--- config.mk ---
export PLATFORM = sky130hd
export DESIGN_NAME = wb_write_queue_flat
export DESIGN_NICKNAME = d
export VERILOG_FILES = /design/src/rtl/riscv_pkg.sv /design/src/rtl/wb_write_queue_if.sv /design/src/rtl/wb_bypass_match.sv /design/src/rtl/wb_write_queue.sv /design/src/flat_wrapper.sv
export SDC_FILE = /design/constraint.sdc
export NUM_CORES = 1
export LEC_CHECK = 0
export BUFFER_PORTS_ARGS = -buffer_cell sky130_fd_sc_hd__buf_2
export CAP_MARGIN = 20
export CORE_ASPECT_RATIO = 2
export CORE_UTILIZATION = 40
export DETAILED_ROUTE_END_ITERATION = 6
export GPL_ROUTABILITY_DRIVEN = 0
export PLACE_DENSITY = 0.59
export SLEW_MARGIN = 20
export SYNTH_ARGS = -nofsm -noshare
export SYNTH_HDL_FRONTEND = slang
export SYNTH_HIERARCHICAL = 1
export SYNTH_SLANG_ARGS = --single-unit
--- constraint.sdc ---
create_clock -name clk -period 7.13 [get_ports clk]
set_clock_uncertainty 0.1 [all_clocks]
set_input_delay 0.3565 -clock clk [delete_from_list [all_inputs] [get_ports clk]]
set_output_delay 0.3565 -clock clk [all_outputs]
set_load 0.01 [all_outputs]
--- src/rtl/riscv_pkg.sv ---
// Shared RISC-V core definitions: datapath width, register address width and
// the writeback entry carried through the writeback queue.
package riscv_pkg;

    localparam int XLEN       = 32;
    localparam int REG_ADDR_W = 5;

    typedef struct packed {
        logic [REG_ADDR_W-1:0] rd;
        logic [XLEN-1:0]       data;
    } wb_entry_t;

endpackage

--- src/rtl/wb_write_queue_if.sv ---
// Producer-to-queue writeback handshake: a transfer happens when
// wb_valid && wb_ready on a rising clock edge.
interface wb_write_queue_if #(
    parameter int XLEN = riscv_pkg::XLEN
) ();

    logic                             wb_valid;
    logic                             wb_ready;
    logic [riscv_pkg::REG_ADDR_W-1:0] wb_rd;
    logic [XLEN-1:0]                  wb_data;

    modport master (
        output wb_valid,
        output wb_rd,
        output wb_data,
        input  wb_ready
    );

    modport slave (
        input  wb_valid,
        input  wb_rd,
        input  wb_data,
        output wb_ready
    );

endinterface

--- src/rtl/wb_bypass_match.sv ---
// Searches the queued writebacks for one register address; among several
// matches the youngest (closest to the tail) supplies the bypass value.
module wb_bypass_match
    import riscv_pkg::*;
#(
    parameter  int DEPTH = 4,
    localparam int PTR_W = $clog2(DEPTH),
    localparam int OCC_W = PTR_W + 1
) (
    input  wb_entry_t             entries [DEPTH],
    input  logic [PTR_W-1:0]      head,
    input  logic [OCC_W-1:0]      occupancy,
    input  logic [REG_ADDR_W-1:0] lookup,
    output logic                  hit,
    output logic [XLEN-1:0]       value
);

    logic [DEPTH-1:0] match;
    logic [XLEN-1:0]  data_at [DEPTH];

    // Index gi is the age offset from the head: 0 is oldest, occupancy-1 youngest.
    for (genvar gi = 0; gi < DEPTH; gi++) begin : g_age
        logic [PTR_W-1:0] slot;
        assign slot        = head + PTR_W'(gi);
        assign match[gi]   = (OCC_W'(gi) < occupancy)
                           && (entries[slot].rd == lookup)
                           && (lookup != '0);
        assign data_at[gi] = entries[slot].data;
    end

    always_comb begin
        hit   = |match;
        value = '0;
        for (int i = 0; i < DEPTH; i++) begin
            if (match[i]) begin
                value = data_at[i];
            end
        end
    end

endmodule

--- src/rtl/wb_write_queue.sv ---
// FIFO of pending register-file writebacks from variable-latency units, drained
// one entry per free writeback slot, with rs1/rs2 bypass of queued values.
module wb_write_queue #(
    parameter int DEPTH = 4,
    parameter int XLEN  = riscv_pkg::XLEN
) (
    input  logic                                   clk,
    input  logic                                   reset,
    wb_write_queue_if.slave                        wb,
    input  logic                                   drain_enable,
    output logic                                   write_enable_rd,
    output logic [riscv_pkg::REG_ADDR_W-1:0]       address_rd,
    output logic [XLEN-1:0]                        write_data_rd,
    input  logic [riscv_pkg::REG_ADDR_W-1:0]       lookup_rs1,
    input  logic [riscv_pkg::REG_ADDR_W-1:0]       lookup_rs2,
    output logic                                   hit_rs1,
    output logic                                   hit_rs2,
    output logic [XLEN-1:0]                        bypass_rs1,
    output logic [XLEN-1:0]                        bypass_rs2,
    output logic [$clog2(DEPTH):0]                 occupancy
);
    import riscv_pkg::*;

    localparam int PTR_W = $clog2(DEPTH);
    localparam int OCC_W = PTR_W + 1;

    wb_entry_t        entries_reg [DEPTH];
    logic [PTR_W-1:0] head_reg, head_next;
    logic [PTR_W-1:0] tail_reg, tail_next;
    logic [OCC_W-1:0] occ_reg, occ_next;

    logic             ready;
    logic             push;
    logic             pop;
    logic [DEPTH-1:0] slot_we;
    wb_entry_t        head_entry;

    // Ready depends only on stored occupancy, so a pop never frees a slot
    // for a same-cycle push; reset holds it high.
    assign ready       = reset || (occ_reg != OCC_W'(DEPTH));
    assign wb.wb_ready = ready;

    // x0 writebacks complete the handshake but are dropped.
    assign push = !reset && wb.wb_valid && ready && (wb.wb_rd != '0);
    assign pop  = !reset && drain_enable && (occ_reg != '0);

    for (genvar gi = 0; gi < DEPTH; gi++) begin : g_slot
        assign slot_we[gi] = push && (tail_reg == PTR_W'(gi));
    end

    always_comb begin
        head_next = head_reg;
        tail_next = tail_reg;
        occ_next  = occ_reg;
        if (push) begin
            tail_next = tail_reg + 1'b1;
        end
        if (pop) begin
            head_next = head_reg + 1'b1;
        end
        case ({push, pop})
            2'b10:   occ_next = occ_reg + 1'b1;
            2'b01:   occ_next = occ_reg - 1'b1;
            default: occ_next = occ_reg;
        endcase
    end

    always_ff @(posedge clk) begin
        if (reset) begin
            head_reg <= '0;
            tail_reg <= '0;
            occ_reg  <= '0;
        end else begin
            head_reg <= head_next;
            tail_reg <= tail_next;
            occ_reg  <= occ_next;
        end
    end

    // Payload flops need no reset: occupancy alone defines which slots are live.
    always_ff @(posedge clk) begin
        for (int i = 0; i < DEPTH; i++) begin
            if (slot_we[i]) begin
                entries_reg[i] <= '{rd: wb.wb_rd, data: wb.wb_data};
            end
        end
    end

    assign head_entry      = entries_reg[head_reg];
    assign write_enable_rd = pop;
    assign address_rd      = pop ? head_entry.rd   : '0;
    assign write_data_rd   = pop ? head_entry.data : '0;
    assign occupancy       = occ_reg;

    logic            hit1_raw, hit2_raw;
    logic [XLEN-1:0] val1_raw, val2_raw;

    wb_bypass_match #(.DEPTH(DEPTH)) u_match_rs1 (
        .entries   (entries_reg),
        .head      (head_reg),
        .occupancy (occ_reg),
        .lookup    (lookup_rs1),
        .hit       (hit1_raw),
        .value     (val1_raw)
    );

    wb_bypass_match #(.DEPTH(DEPTH)) u_match_rs2 (
        .entries   (entries_reg),
        .head      (head_reg),
        .occupancy (occ_reg),
        .lookup    (lookup_rs2),
        .hit       (hit2_raw),
        .value     (val2_raw)
    );

    assign hit_rs1    = hit1_raw && !reset;
    assign hit_rs2    = hit2_raw && !reset;
    assign bypass_rs1 = reset ? '0 : val1_raw;
    assign bypass_rs2 = reset ? '0 : val2_raw;

endmodule

--- src/flat_wrapper.sv ---
// flat-port wrapper written by rule: the top's interface ports become plain ports
module wb_write_queue_flat import riscv_pkg::*;
#(
    parameter int DEPTH = 4,
    parameter int XLEN  = riscv_pkg::XLEN
)
  (clk, reset, drain_enable, write_enable_rd, address_rd, write_data_rd, lookup_rs1, lookup_rs2, hit_rs1, hit_rs2, bypass_rs1, bypass_rs2, occupancy, wb_wb_valid, wb_wb_rd, wb_wb_data, wb_wb_ready);
  wb_write_queue_if #(.XLEN(XLEN)) wb_i ();
  input  logic clk;
  input  logic reset;
  input  logic drain_enable;
  output logic write_enable_rd;
  output logic [riscv_pkg::REG_ADDR_W-1:0] address_rd;
  output logic [XLEN-1:0] write_data_rd;
  input  logic [riscv_pkg::REG_ADDR_W-1:0] lookup_rs1;
  input  logic [riscv_pkg::REG_ADDR_W-1:0] lookup_rs2;
  output logic hit_rs1;
  output logic hit_rs2;
  output logic [XLEN-1:0] bypass_rs1;
  output logic [XLEN-1:0] bypass_rs2;
  output logic [$clog2(DEPTH):0] occupancy;
  input wire logic [$bits(wb_i.wb_valid)-1:0] wb_wb_valid;
  input wire logic [$bits(wb_i.wb_rd)-1:0] wb_wb_rd;
  input wire logic [$bits(wb_i.wb_data)-1:0] wb_wb_data;
  output wire logic [$bits(wb_i.wb_ready)-1:0] wb_wb_ready;
  assign wb_i.wb_valid = wb_wb_valid;
  assign wb_i.wb_rd = wb_wb_rd;
  assign wb_i.wb_data = wb_wb_data;
  assign wb_wb_ready = wb_i.wb_ready;
  wb_write_queue #(.DEPTH(DEPTH), .XLEN(XLEN)) u_core (.clk(clk), .reset(reset), .wb(wb_i), .drain_enable(drain_enable), .write_enable_rd(write_enable_rd), .address_rd(address_rd), .write_data_rd(write_data_rd), .lookup_rs1(lookup_rs1), .lookup_rs2(lookup_rs2), .hit_rs1(hit_rs1), .hit_rs2(hit_rs2), .bypass_rs1(bypass_rs1), .bypass_rs2(bypass_rs2), .occupancy(occupancy));
endmodule
After elaboration in Yosys (flattened, before gate mapping) --
Cells that the tools add are included.
Word-level totals: register bits 155, input port bits 51, output and inout bits 108, logic and storage cells 105
Cells by class: add/sub/neg operators 6, magnitude comparators 8, equality and inequality tests 14, multiplexer cells 25, bitwise gates (word level) 4, reduce and logical (&&, ||, !) cells 37
Operator list (number):
- $mux 32 | 11
- $bmux 37 s2 | 4
- $mux 37 | 8
- $eq 5x5->1 | 8
- $logic_and 1x1->1 | 27
- $reduce_bool 5->1 | 3
- $ge 3x3->1 const B | 4
- $not 2->3 | 4
- $reduce_or 4->1 | 2
- $eq 2x2->1 const B | 3
- $lt 1x3->1 const A | 2
- $lt 2x3->1 const A | 2
- $pmux 3 s2 | 1
- $mux 5 | 1
- $add 2x1->2 const B | 2
- $add 2x2->2 const B | 2
- $eq 2x1->1 const B | 2
- $add 3x1->3 const B | 1
- $ne 3x3->1 const B | 1
- $reduce_bool 3->1 | 1
- $sub 3x1->3 const B | 1
- $logic_not 2->1 | 1
- $reduce_bool 2->1 | 1
- $logic_not 1->1 | 1
- $logic_or 1x1->1 | 1

Logic depth before layout (Yosys ltp) --
depth in word-level cells 12, gate-level depth with buffers 13

By module --
The synthesis kept the hierarchy.
By module, submodules not included:
- wb_bypass_match | times used 2, cells each 638, area an instance 4413.0 sq um, seq. area each 0.0 sq um
- wb_write_queue | times used 1, cells each 365, area an instance 6478.7 sq um, seq. area each 4584.4 sq um

Worst setup path after synthesis --
OpenSTA, ideal clock, no wires.
kind register to output, start register u_core.head_reg[0], end output port bypass_rs1[29], arrival 2.886 ns, data required time 6.673 ns, path slack 3.788 ns, cell stages (with the launch flop) 12, cells stage by stage dfxtp_1 > buf_2 > buf_4 > buf_2 > mux4_2 > xor2_1 > nor2_1 > nand3_1 > or3b_2 > o21ai_0 > o221a_2 > nor2b_1
Between the ends: cells in the longest elaborated chain, start to end 12, elaborated cells between the ends (all ways) 36, classes of those cells add/sub (3); eq/ne (4); mux (17); bitwise (4); reduce/logical (8)
Ends and longest elaborated chain:
- start: declaration | RTL line wb_write_queue.sv:28 | logic [PTR_W-1:0] head_reg, head_next;
- start signal: assignment | RTL line wb_write_queue.sv:74 | head_reg <= head_next;
- $add 2x1->2 / $not 2->3 (equally long branches) | RTL line wb_bypass_match.sv:24, wb_bypass_match.sv:26, wb_bypass_match.sv:28
- $not 2->3 (implied by the code) / $bmux 37 s2 (equally long branches) | RTL line wb_bypass_match.sv:26, wb_bypass_match.sv:28
- $bmux 37 s2 / $mux 37 (equally long branches) | RTL line wb_bypass_match.sv:26, wb_bypass_match.sv:28
- $mux 37 (implied by the code) | RTL line wb_bypass_match.sv:28 | assign data_at[gi] = entries[slot].data;
- $mux 37 (implied by the code) / $eq 5x5->1 (equally long branches) | RTL line wb_bypass_match.sv:28, wb_bypass_match.sv:26
- $eq 5x5->1 / $logic_and 1x1->1 (equally long branches) | RTL line wb_bypass_match.sv:26 | && (entries[slot].rd == lookup)
- $logic_and 1x1->1, on equally long branches | RTL line wb_bypass_match.sv:26, wb_bypass_match.sv:27
- $logic_and 1x1->1 / $mux 32 (equally long branches) | RTL line wb_bypass_match.sv:27, wb_bypass_match.sv:35
- $mux 32 (2 in series) | RTL line wb_bypass_match.sv:35 | if (match[i]) begin
- $mux 32 * | RTL line wb_bypass_match.sv:35
- net u_core.val1_raw[29] | RTL line wb_write_queue.sv:96 | logic [XLEN-1:0] val1_raw, val2_raw;
- $mux 32 * | RTL line wb_write_queue.sv:118 | assign bypass_rs1 = reset ? '0 : val1_raw;
- end: declaration | RTL line flat_wrapper.sv:19 | output logic [XLEN-1:0] bypass_rs1;
Mark *: on every way through the listed nets, which the timed path passes. The rest lies on a longest branch. The select of a mux whose other input is x is not followed.

Worst setup path in the final report --
start register u_core.head_reg[0], end output port bypass_rs2[15]
Between the ends: cells in the longest elaborated chain, start to end 12, elaborated cells between the ends (all ways) 36, classes of those cells add/sub (3); eq/ne (4); mux (17); bitwise (4); reduce/logical (8)
Ends and longest elaborated chain:
- $add 2x1->2 / $not 2->3 (equally long branches) | RTL line wb_bypass_match.sv:24, wb_bypass_match.sv:26, wb_bypass_match.sv:28
- $not 2->3 (implied by the code) / $bmux 37 s2 (equally long branches) | RTL line wb_bypass_match.sv:26, wb_bypass_match.sv:28
- $bmux 37 s2 / $mux 37 (equally long branches) | RTL line wb_bypass_match.sv:26, wb_bypass_match.sv:28
- $mux 37 (implied by the code) | RTL line wb_bypass_match.sv:28
- $mux 37 (implied by the code) / $eq 5x5->1 (equally long branches) | RTL line wb_bypass_match.sv:28, wb_bypass_match.sv:26
- $eq 5x5->1 / $logic_and 1x1->1 (equally long branches) | RTL line wb_bypass_match.sv:26
- $logic_and 1x1->1, on equally long branches | RTL line wb_bypass_match.sv:26, wb_bypass_match.sv:27
- $logic_and 1x1->1 / $mux 32 (equally long branches) | RTL line wb_bypass_match.sv:27, wb_bypass_match.sv:35
- $mux 32 (2 in series) | RTL line wb_bypass_match.sv:35
- $mux 32 * | RTL line wb_bypass_match.sv:35
- net u_core.val2_raw[15] | RTL line wb_write_queue.sv:96
- $mux 32 * | RTL line wb_write_queue.sv:119 | assign bypass_rs2 = reset ? '0 : val2_raw;
- end: declaration | RTL line flat_wrapper.sv:20 | output logic [XLEN-1:0] bypass_rs2;
Marks and branches as above.

==> impl_metrics.csv <==
group,metric,value,unit
layout,nets,1729,
cts,cts_buffers,17,
run,drv_cap,0,
cts,path_clk_slew,0.07,ns
sta,rsz0062_at_grt,"no",
floorplanning,fp.dieW,140,um
pwr,max-vdd-ir-drop,0.174,mV
floorplanning,rows,101,
layout,area_growth,9.41,%
synthesis,yosysWarnings,6,
global_routing,grt_overflow,0,
routing,dr.pass1.iters,7,
critical_path,arrival,5.41,ns
synthesis,ys_seq_area_frac,0.300,
critical_path,cp_data_required_time,6.67,ns
placement,portBuffers,158,
critical_path,cp-start-kind,"flip-flop",
synthesis,synthFlopType,"edfxtp_1",
sta,layout_min_cycle_time,5.86,ns
global_routing,grt_pass1_vias,13400,
global_routing,grt_max_degree,156,
cts,clockBufferDepth,2,
floorplanning,dieArea,0.0391,mm^2
pwr,power_density,151,mW/mm^2
cts,clk_latency,0.45,ns
global_routing,grt_usage,0.258,
floorplanning,die_y,279,um
synthesis,syn_inst,1641,
synthesis,netlist_area,0.0153,mm^2
sta,setup_tns,0,ns
routing,post-route-drc-count,0,
sta,tightest_slew,1.11,ns
synthesis,yosysUniqueCellTypes,51,
synthesis,syn_area_per_cell,9.33,um^2
sta,final_hold_viol_count,0,
routing,vias,13700,
pwr,power.total,2.53,mW
cts,root_buffer,"clkbuf_16",
layout,final_common_cell,"mux2i_1",
cts,cts_resized,0,
status,outcome,"complete, no violations",
critical_path,endpoint_kind,"output pin",
placement,detailed_place_hpwl,31700,um
layout,largest_register_ff_count,148,
critical_path,path_class,"flip-flop to output pin",
floorplanning,initial_utilization,0.405,
routing,antenna_left,0,
critical_path,crit_fanout,76,
pwr,p_leak,5.89,nW
routing,drt_iter0_drc,1315,
cts,htreeDepth,4,
hold_path,hold_path_class,"input pin to flip-flop",
cts,post-cts-setup-buffers,0,
routing,via_per_inst,6.36,
cts,cts-hold-fix-buffers,0,
floorplanning,ioPinCount,159,
sta,max_freq,171,MHz
synthesis,ys_ff_latch,155,
sta,relSlewSlack,0.261,
global_routing,grt_pass1_wl,76500,um
cts,cts_tree,"built",
cts,cts.sinks,155,
floorplanning,core,0.0378,mm^2
routing,wl_per_cell,23.7,um
sta,finalCritPeriodShare,0.822,
synthesis,syn_nets,1698,
sta,setup-violations-final,0,
layout,final_cell_mix,"mux2i_1 (234), nand2_1 (175), nor2_1 (172)",
synthesis,async_flop_share,0,
global_routing,grt_antenna_before_repair,2,
synthesis,synth_edf_count,148,
sta,slew_viol_final,0,
layout,drive_above_1_share,0.217,
routing,drt-total-wl,50900,um
==> path summary, 6_finish.rpt <==
path | slack [ns] | endpoint | startpoint | cells after the start
setup / recovery | 1.27 | bypass_rs2[15] | u_core/head_reg[0]$_SDFFE_PP0P_ | 10
hold reg to reg | 0.43 | u_core/tail_reg[0]$_SDFFE_PP0P_ | u_core/tail_reg[0]$_SDFFE_PP0P_ | 1
setup reg to reg | 3.95 | u_core/occupancy[2]$_SDFFE_PP0P_ | u_core/occupancy[2]$_SDFFE_PP0P_ | 9
hold / removal | 0.02 | u_core/entries_reg[121]$_DFFE_PP_ | wb_wb_data[10] | 1
==> through the flow <==
stage	setup slack (ns)	cells	utilization	area (um^2)	hold slack, ns
after detailed placement	1.80	2116	0.429	16200	0.406
after global placement	1.85	2116	0.429	16200	0.392
after floorplan	3.79	1641	-	15300	0.355
after global routing	1.01	2150	0.443	16700	0.00918
after CTS	1.32	2148	0.443	16700	0.00342
final	1.27	2150	0.443	16700	0.0208
==> Yosys cell counts, types with 3 or more instances <==
master,n,area share
nor3b_1,4,0.0020
mux2i_1,234,0.15
buf_4,4,0.0020
a221oi_1,6,0.0034
clkbuf_1,88,0.022
mux4_2,57,0.084
a21o_1,18,0.0088
buf_2,38,0.012
nand3b_1,4,0.0020
nand2_1,175,0.043
o31ai_1,4,0.0020
or4_1,3,0.0015
a211oi_1,4,0.0020
buf_1,26,0.0064
mux2_2,66,0.049
inv_1,9,0.0022
nor3_1,9,0.0029
and3_1,39,0.016
o221a_2,4,0.0029
buf_6,10,0.0074
a211o_1,44,0.025
nor2b_1,69,0.028
or3_1,5,0.0020
nand3_1,9,0.0029
or3b_2,3,0.0017
ha_1,5,0.0041
nand2b_1,4,0.0016
o21ai_0,160,0.052
and2_1,4,0.0016
nor4_1,4,0.0016
a21oi_1,27,0.0088
o211ai_1,46,0.023
nand4_1,6,0.0025
nor2_1,172,0.042
xor2_1,18,0.010
xnor2_1,28,0.016
a222oi_1,60,0.039
edfxtp_1,148,0.29
dfxtp_1,7,0.0092
==> report_power, final <==
| group | total (mW) | internal [mW] | switching (mW) |
|---|---|---|---|
| Combinational | 0.566 | 0.230 | 0.336 |
| Clock | 0.867 | 0.487 | 0.381 |
| Sequential | 1.09 | 1.04 | 0.0571 |
==> area by class of cell <==
class,instances,area (um^2)
Fill cell,3589,21000
Multi-Input combinational cell,1308,10000
Sequential cell,155,4590
Timing Repair Buffer,178,968
Tap cell,463,579
Clock buffer,21,450
Clock inverter,11,96.3
Inverter,12,46.3
Antenna cell,2,5.00
==> cell families after synthesis <==
group	after synthesis	synth area share
and+or+nand+nor	516	0.157
buffers and inverters	178	0.0527
muxes	358	0.286
DFF	155	0.300
adders and majority gates	6	0.00540
xor gates and xnor gates	46	0.0263
AOI/OAI and AO/OA	382	0.172
==> metal layers <==
| layer | up-vias | part of all wire | track usage |
|---|---|---|---|
| met5 | - | 0 | 0 |
| met4 | 0 | 0.058 | 0.170 |
| met3 | 150 | 0.053 | 0.0358 |
| met2 | 553 | 0.51 | 0.455 |
| met1 | 6706 | 0.38 | 0.288 |
| li1 | 6275 | - | - |
==> worst max-delay path, cell delays in order, from the launching register on <==
cell and delay (ns):
dfxtp_4 0.94, buf_4 0.66, mux4_2 0.60, xnor2_1 0.34, nand4_1 0.35, nor4_4 0.26, buf_4 0.59, o21ai_0 0.20
a222oi_1 0.58, nor2b_1 0.19, buf_2 0.15
No activity file was read; power rests on OpenSTA's default activity.
